<file path="src/rtl/piso_serializer.sv">
// MSB-first parallel-in/serial-out serializer with a valid/ready load handshake and a shift_en stall.
// Define PISO_PARITY_EN to append an even-parity bit to every frame.
module piso_serializer #(
  parameter int WIDTH = 8
) (
  input  logic             clk,
  input  logic             reset,
  input  logic [WIDTH-1:0] load_data,
  input  logic             load_valid,
  output logic             load_ready,
  input  logic             shift_en,
  output logic             sout,
  output logic             sout_valid,
  output logic             frame_done
);

  localparam int CNT_W = $clog2(WIDTH);
  localparam logic [CNT_W-1:0] LAST_IDX = CNT_W'(WIDTH - 1);

`ifdef PISO_PARITY_EN
  typedef enum logic [1:0] {IDLE, SHIFT, PARITY} state_t;
`else
  typedef enum logic {IDLE, SHIFT} state_t;
`endif

  state_t           state_q, state_d;
  // sout_q holds the bit on the wire; shreg_q holds the bits still to go, next one at the top.
  logic [WIDTH-2:0] shreg_q, shreg_d;
  logic [CNT_W-1:0] cnt_q, cnt_d;
  logic [CNT_W-1:0] cnt_inc;
  logic             sout_q, sout_d;
  logic             valid_q, valid_d;
  logic             done_q, done_d;
  logic             last_cycle;
  logic             accept;
`ifdef PISO_PARITY_EN
  logic             parity_q, parity_d;
`endif

`ifdef PISO_PARITY_EN
  assign last_cycle = (state_q == PARITY);
`else
  assign last_cycle = (state_q == SHIFT) && (cnt_q == LAST_IDX);
`endif

  assign load_ready = (state_q == IDLE) || (last_cycle && shift_en);
  assign accept     = load_valid && load_ready;
  assign cnt_inc    = cnt_q + 1'b1;

  always_comb begin
    // NOTE: every _d gets its hold value first so no path through the branches leaves it unassigned (no latch).
    state_d  = state_q;
    shreg_d  = shreg_q;
    cnt_d    = cnt_q;
    sout_d   = sout_q;
    valid_d  = valid_q;
    done_d   = done_q;
`ifdef PISO_PARITY_EN
    parity_d = parity_q;
`endif

    if (accept) begin
      state_d  = SHIFT;
      shreg_d  = load_data[WIDTH-2:0];
      cnt_d    = '0;
      sout_d   = load_data[WIDTH-1];
      valid_d  = 1'b1;
      done_d   = 1'b0;
`ifdef PISO_PARITY_EN
      parity_d = ^load_data;
`endif
    end else if (shift_en) begin
      case (state_q)
        SHIFT: begin
          if (cnt_q == LAST_IDX) begin
`ifdef PISO_PARITY_EN
            state_d = PARITY;
            sout_d  = parity_q;
            done_d  = 1'b1;
`else
            state_d = IDLE;
            shreg_d = '0;
            cnt_d   = '0;
            sout_d  = 1'b0;
            valid_d = 1'b0;
            done_d  = 1'b0;
`endif
          end else begin
            cnt_d   = cnt_inc;
            shreg_d = shreg_q << 1;
            sout_d  = shreg_q[WIDTH-2];
`ifdef PISO_PARITY_EN
            done_d  = 1'b0;
`else
            done_d  = (cnt_inc == LAST_IDX);
`endif
          end
        end
`ifdef PISO_PARITY_EN
        PARITY: begin
          state_d = IDLE;
          shreg_d = '0;
          cnt_d   = '0;
          sout_d  = 1'b0;
          valid_d = 1'b0;
          done_d  = 1'b0;
        end
`endif
        default: ;
      endcase
    end
  end

  // NOTE: state is updated with non-blocking assignments so every flop samples pre-edge values.
  always_ff @(posedge clk or posedge reset) begin
    if (reset) begin
      state_q  <= IDLE;
      shreg_q  <= '0;
      cnt_q    <= '0;
      sout_q   <= 1'b0;
      valid_q  <= 1'b0;
      done_q   <= 1'b0;
`ifdef PISO_PARITY_EN
      parity_q <= 1'b0;
`endif
    end else begin
      state_q  <= state_d;
      shreg_q  <= shreg_d;
      cnt_q    <= cnt_d;
      sout_q   <= sout_d;
      valid_q  <= valid_d;
      done_q   <= done_d;
`ifdef PISO_PARITY_EN
      parity_q <= parity_d;
`endif
    end
  end

  assign sout       = sout_q;
  assign sout_valid = valid_q;
  assign frame_done = done_q;

endmodule

</file>
<file path="config.mk">
export PLATFORM = sky130hd
export DESIGN_NAME = piso_serializer
export DESIGN_NICKNAME = d
export VERILOG_FILES = /design/src/rtl/piso_serializer.sv
export SDC_FILE = /design/constraint.sdc
export NUM_CORES = 1
export LEC_CHECK = 0
export CORE_ASPECT_RATIO = 1.2
export CORE_MARGIN = 2
export CORE_UTILIZATION = 50
export DETAILED_ROUTE_END_ITERATION = 7
export MAX_ROUTING_LAYER = met4
export PLACE_DENSITY = 0.78
export SKIP_LAST_GASP = 1
export SLEW_MARGIN = 5
export SYNTH_ARGS = -nofsm -noshare
export SYNTH_HDL_FRONTEND = slang
export SYNTH_SLANG_ARGS = --single-unit
</file>
<file path="constraint.sdc">
create_clock -name clk -period 2.8 [get_ports clk]
set_clock_uncertainty 0.15 [all_clocks]
set_input_delay 0.42 -clock clk [delete_from_list [all_inputs] [get_ports clk]]
set_output_delay 0.42 -clock clk [all_outputs]
set_load 0.005 [all_outputs]
</file>
Word-level counts from Yosys, hierarchy flattened
Index checks and enable logic that the tools add are counted.

Bits in registers: 14. Bits of input ports: 12. Output and inout bits: 4. Word-level logic and storage cells: 43.

Add/sub/neg operators: 1. Eq/ne operators: 2. Muxes and demuxes: 24. Bitwise operators: 1. Reduce and logical (&&, ||, !) cells: 9.

Operators by type and width (number): two-way mux 7 bit (4); two-way mux 1 bit (16); two-way mux 3 bit (4); equality test 3 bit (second input constant) (2); nonzero test 2 bit (3); adder 3 x 1 -> 3 bit (second input constant) (1); logical AND 1 bit (3); AND reduction 3 bit (1); AND reduction 2 bit (1); logical OR 1 bit (1); inverter 1 bit (1).

Logic depth before layout (Yosys ltp)
Word-level depth: 7. Mapped depth: 5. Gate-level depth less buffers: 5.

Worst setup path after synthesis
Ideal clock, no wire load.

Path kind: register -> register. Start: reg cnt_q[1]. End: reg shreg_q[1]. Library setup time: 0.123 ns. Arrival time: 1.402 ns. Data required time: 2.527 ns. Slack: 1.126 ns. Cell stages (with the launch flop): 6. Buffers on the path: 1. Clock period less this slack: 1.674 ns. Cell sequence: dfrtp_1 > ha_1 > ha_1 > buf_4 > a311o_2 > o221a_2.

Word-level cells in the longest chain between the ends: 7.

RTL lines: start, declared (line 29) `logic [CNT_W-1:0] cnt_q, cnt_d;`; start signal, assigned (line 129) `cnt_q <= cnt_d;`; equality test 3 bit (*) (line 43, 75); logical AND 1 bit (line 43) `assign last_cycle = (state_q == SHIFT) && (cnt_q == LAST_IDX);`; logical AND 1 bit (line 46) `assign load_ready = (state_q == IDLE) || (last_cycle && shift_en);`; logical OR 1 bit (line 46); logical AND 1 bit (line 47) `assign accept = load_valid && load_ready;`; nonzero test 2 bit (no source line); AND reduction 2 bit (no source line); end signal, assigned (line 128) `shreg_q <= shreg_d;`; end, declared (line 28) `logic [WIDTH-2:0] shreg_q, shreg_d;`.

Mark *: on every way between the ends. The rest lies on a longest branch, timed or not. The select of a mux whose other input is x is not followed. A chain may end at the register's enable or synchronous reset.

Final worst setup path
Start: reg cnt_q[1]. End: out load_ready.

Word-level cells in the longest chain between the ends: 4.

RTL lines: equality test 3 bit (line 43); logical AND 1 bit (line 43); logical AND 1 bit (line 46); logical OR 1 bit (line 46); end, declared (line 10) `output logic load_ready,`.

Every way passes these cells.

==> impl_metrics.tcl <==
set metrics [dict create \
    status "complete, no violations" \
    drcViolationCount 0 \
    critPathCapture "load_ready" \
    ys_seq_elements 14 \
    pwr_density_cell_nw_per_um2 702.7 \
    cp_max_fo 3 \
    crit_type "flip-flop to primary output" \
    finalCritPeriodShare_pct 83.37 \
    synth.avg_cell_area_sq_um 11.07 \
    nNetsFinal 104 \
    track_usage_pct 21.70 \
    core_area_sq_um 1464 \
    grt_max_degree 18 \
    grt_first_pass_wirelength_um 2642 \
    cts-resized-gates 0 \
    initial_core_util_pct 54.44 \
    drt-initial-drc-count 13 \
    placed_cells 101 \
    p_leak_nw 0.4356 \
    die_w_um 40.45 \
    antenna_found_initial 0 \
    max_cap_violations 0 \
    numCtsBuffers 3 \
    setup-violations-final 0 \
    rows 15 \
    clockBufferDepth 2 \
    clock-root-buffer "clkbuf_4" \
    rsz0062_at_grt "no" \
    ios 16 \
    num-fill-cells 125 \
    grt-ovfl-total 0 \
    cts_hold_buffers 0 \
    r2r-start "cnt_q[1]" \
    synth_area_sq_um 797.0 \
    cp.required_ns 2.23 \
    dieArea_sq_um 1931 \
    drv_slew 0 \
    slew_headroom_pct 64.07 \
    synth_fp_nets 87 \
    cts_sinks 14 \
    clkLatencyLatePin_ns 0.28 \
    die_y_um 47.74 \
    routed_wl_um 1609 \
    area_growth_pct 20.41 \
    syn_inst 72 \
    arrival_ns 1.76 \
    tightest_slew_ns 0.5384 \
    synth-seq-area-share_pct 43.96 \
    period_minus_slack_ns 2.334 \
    path_clk_slew_ns 0.08 \
    gp_congestion 0.6945 \
    h-tree-depth 1 \
    synth_warnings 0 \
    port_buffers 15 \
    worst_r2r_endpoint "sout" \
    ant_nets 0 \
    post_drt_wl_per_cell_um 15.47 \
    cts_setup_buffers 0 \
    n_antenna_cell 0 \
    finalSetupTns_ns 0 \
    routed_via_density 6.077 \
    regArea_sq_um 350.3 \
    startpoint "cnt_q[1]" \
    dr.pass1.iters 4 \
    multiInputGateArea_sq_um 392.9 \
    drive_gt1_share_pct 12.64 \
    ir_drop_v 0.0003487 \
    final_cells 104 \
    fmax_mhz 428.4 \
    hp-class "input port to async pin" \
    reg2regPathDepth 6 \
    hpwl_um 1176 \
    final_hold_viol_count 0 \
    start_kind "flip-flop" \
    grt_pass1_vias 629 \
    cts_tree "done" \
    vias 632 \
    worstSetupEndpointType "primary output" \
    synth_cell_types 23 \
    rrSetupSlack_ns 1.03 \
]
-- worst max-delay path, stage by stage (launching register included) --
cell and delay (ns):
dfrtp_1 0.41, ha_1 0.19, ha_1 0.20, nand2_1 0.09, nand2_1 0.11, clkdlybuf4s50_1 0.48
-- cells in the final DEF (no fill, tap or decap), types with 3 or more instances in the layout --
cell type and count:
mux2i_1 6, o221a_2 3, a31oi_1 4, nand2_1 8, clkdlybuf4s50_1 15, nor2b_1 7, clkbuf_4 3, ha_1 3
o221ai_1 4, dfrtp_1 14
-- registers in the layout, summed over array words and instances, names as in the netlist --
| register | flops |
|---|---|
| frame_done | 1 |
| sout | 1 |
| state_q | 1 |
| shreg_q | 7 |
| cnt_q | 3 |
| sout_valid | 1 |
-- area by class of cell --
| cell class | count | share of cell area (%) |
|---|---|---|
| repair buffers | 17 | 17.21 |
| clock buffers | 3 | 2.347 |
| well taps | 17 | 2.216 |
| inverters | 2 | 0.7823 |
| multi-input cells | 51 | 40.94 |
| flip-flops and latches | 14 | 36.51 |
-- per-layer routing --
layer	vias up	GRT usage, %	wire length (um)
met5	-	-	0
met3	3	4.186	86
li1	301	-	-
met1	306	24.25	712
met4	0	10.00	23
met2	22	36.51	787
-- cell usage after synthesis --
master     n  area, sq um
a21oi_1    2        10.01
a22o_1     1        8.760
a311o_1    2        20.02
a311o_2    1        11.26
a31oi_1    4        25.02
a32o_1     2        20.02
and2b_1    1        7.510
buf_2      1        5.000
buf_4      1        7.510
buf_6      3        33.78
dfrtp_1   14        350.3
ha_1       3        37.54
inv_1      2        7.510
mux2_2     1        11.26
mux2i_1    6        60.06
nand2_1    8        30.03
nand2_4    1        11.26
nand2b_1   2        12.51
nor2_1     2        7.510
nor2b_1    7        43.79
o221a_2    3        33.78
o221ai_1   4        35.03
o31ai_1    1        7.510
-- report_power, final --
group	total (mW)	internal (mW)	leakage [nW]	switching (mW)
Combinational	0.251	0.145	0.247	0.107
Clock	0.113	0.0499	0.0138	0.0631
Sequential	0.310	0.266	0.174	0.0442
Total	0.674	0.460	0.436	0.214
-- per-stage QoR --
step                      setup slack (ns)  total power, mW  instance area [sq um]  utilization, %  hold WS [ns]
final                               0.4656           0.6744                  959.7           65.56        0.3224
after global routing                0.3783           0.7219                  959.7           65.56        0.3709
after CTS                           0.4545           0.6811                  959.7           65.56        0.3378
after detailed placement            0.4879           0.5678                  937.1           64.02        0.3409
after global placement              0.5208           0.5532                  937.1           64.02        0.3306
after floorplan                      1.126           0.4814                  797.0               -        0.1592
-- worst min path at each step --
stage / start / endpoint / slack [ns]
floorplan: reset / cnt_q[0] / 0.16
global placement: frame_done / frame_done / 0.33
detailed placement: frame_done / frame_done / 0.34
CTS: reset / sout_valid / 0.34
global route: reset / state_q / 0.37
finish: reset / sout_valid / 0.32
-- kinds of logic after synthesis --
kind of cell	share of synthesized area, %
simple gates	14.13
buf+inv	6.750
fa+ha+maj	4.710
mux	8.948
flops	43.96
compound gates	21.51
No activity file was read; power rests on OpenSTA's default activity.
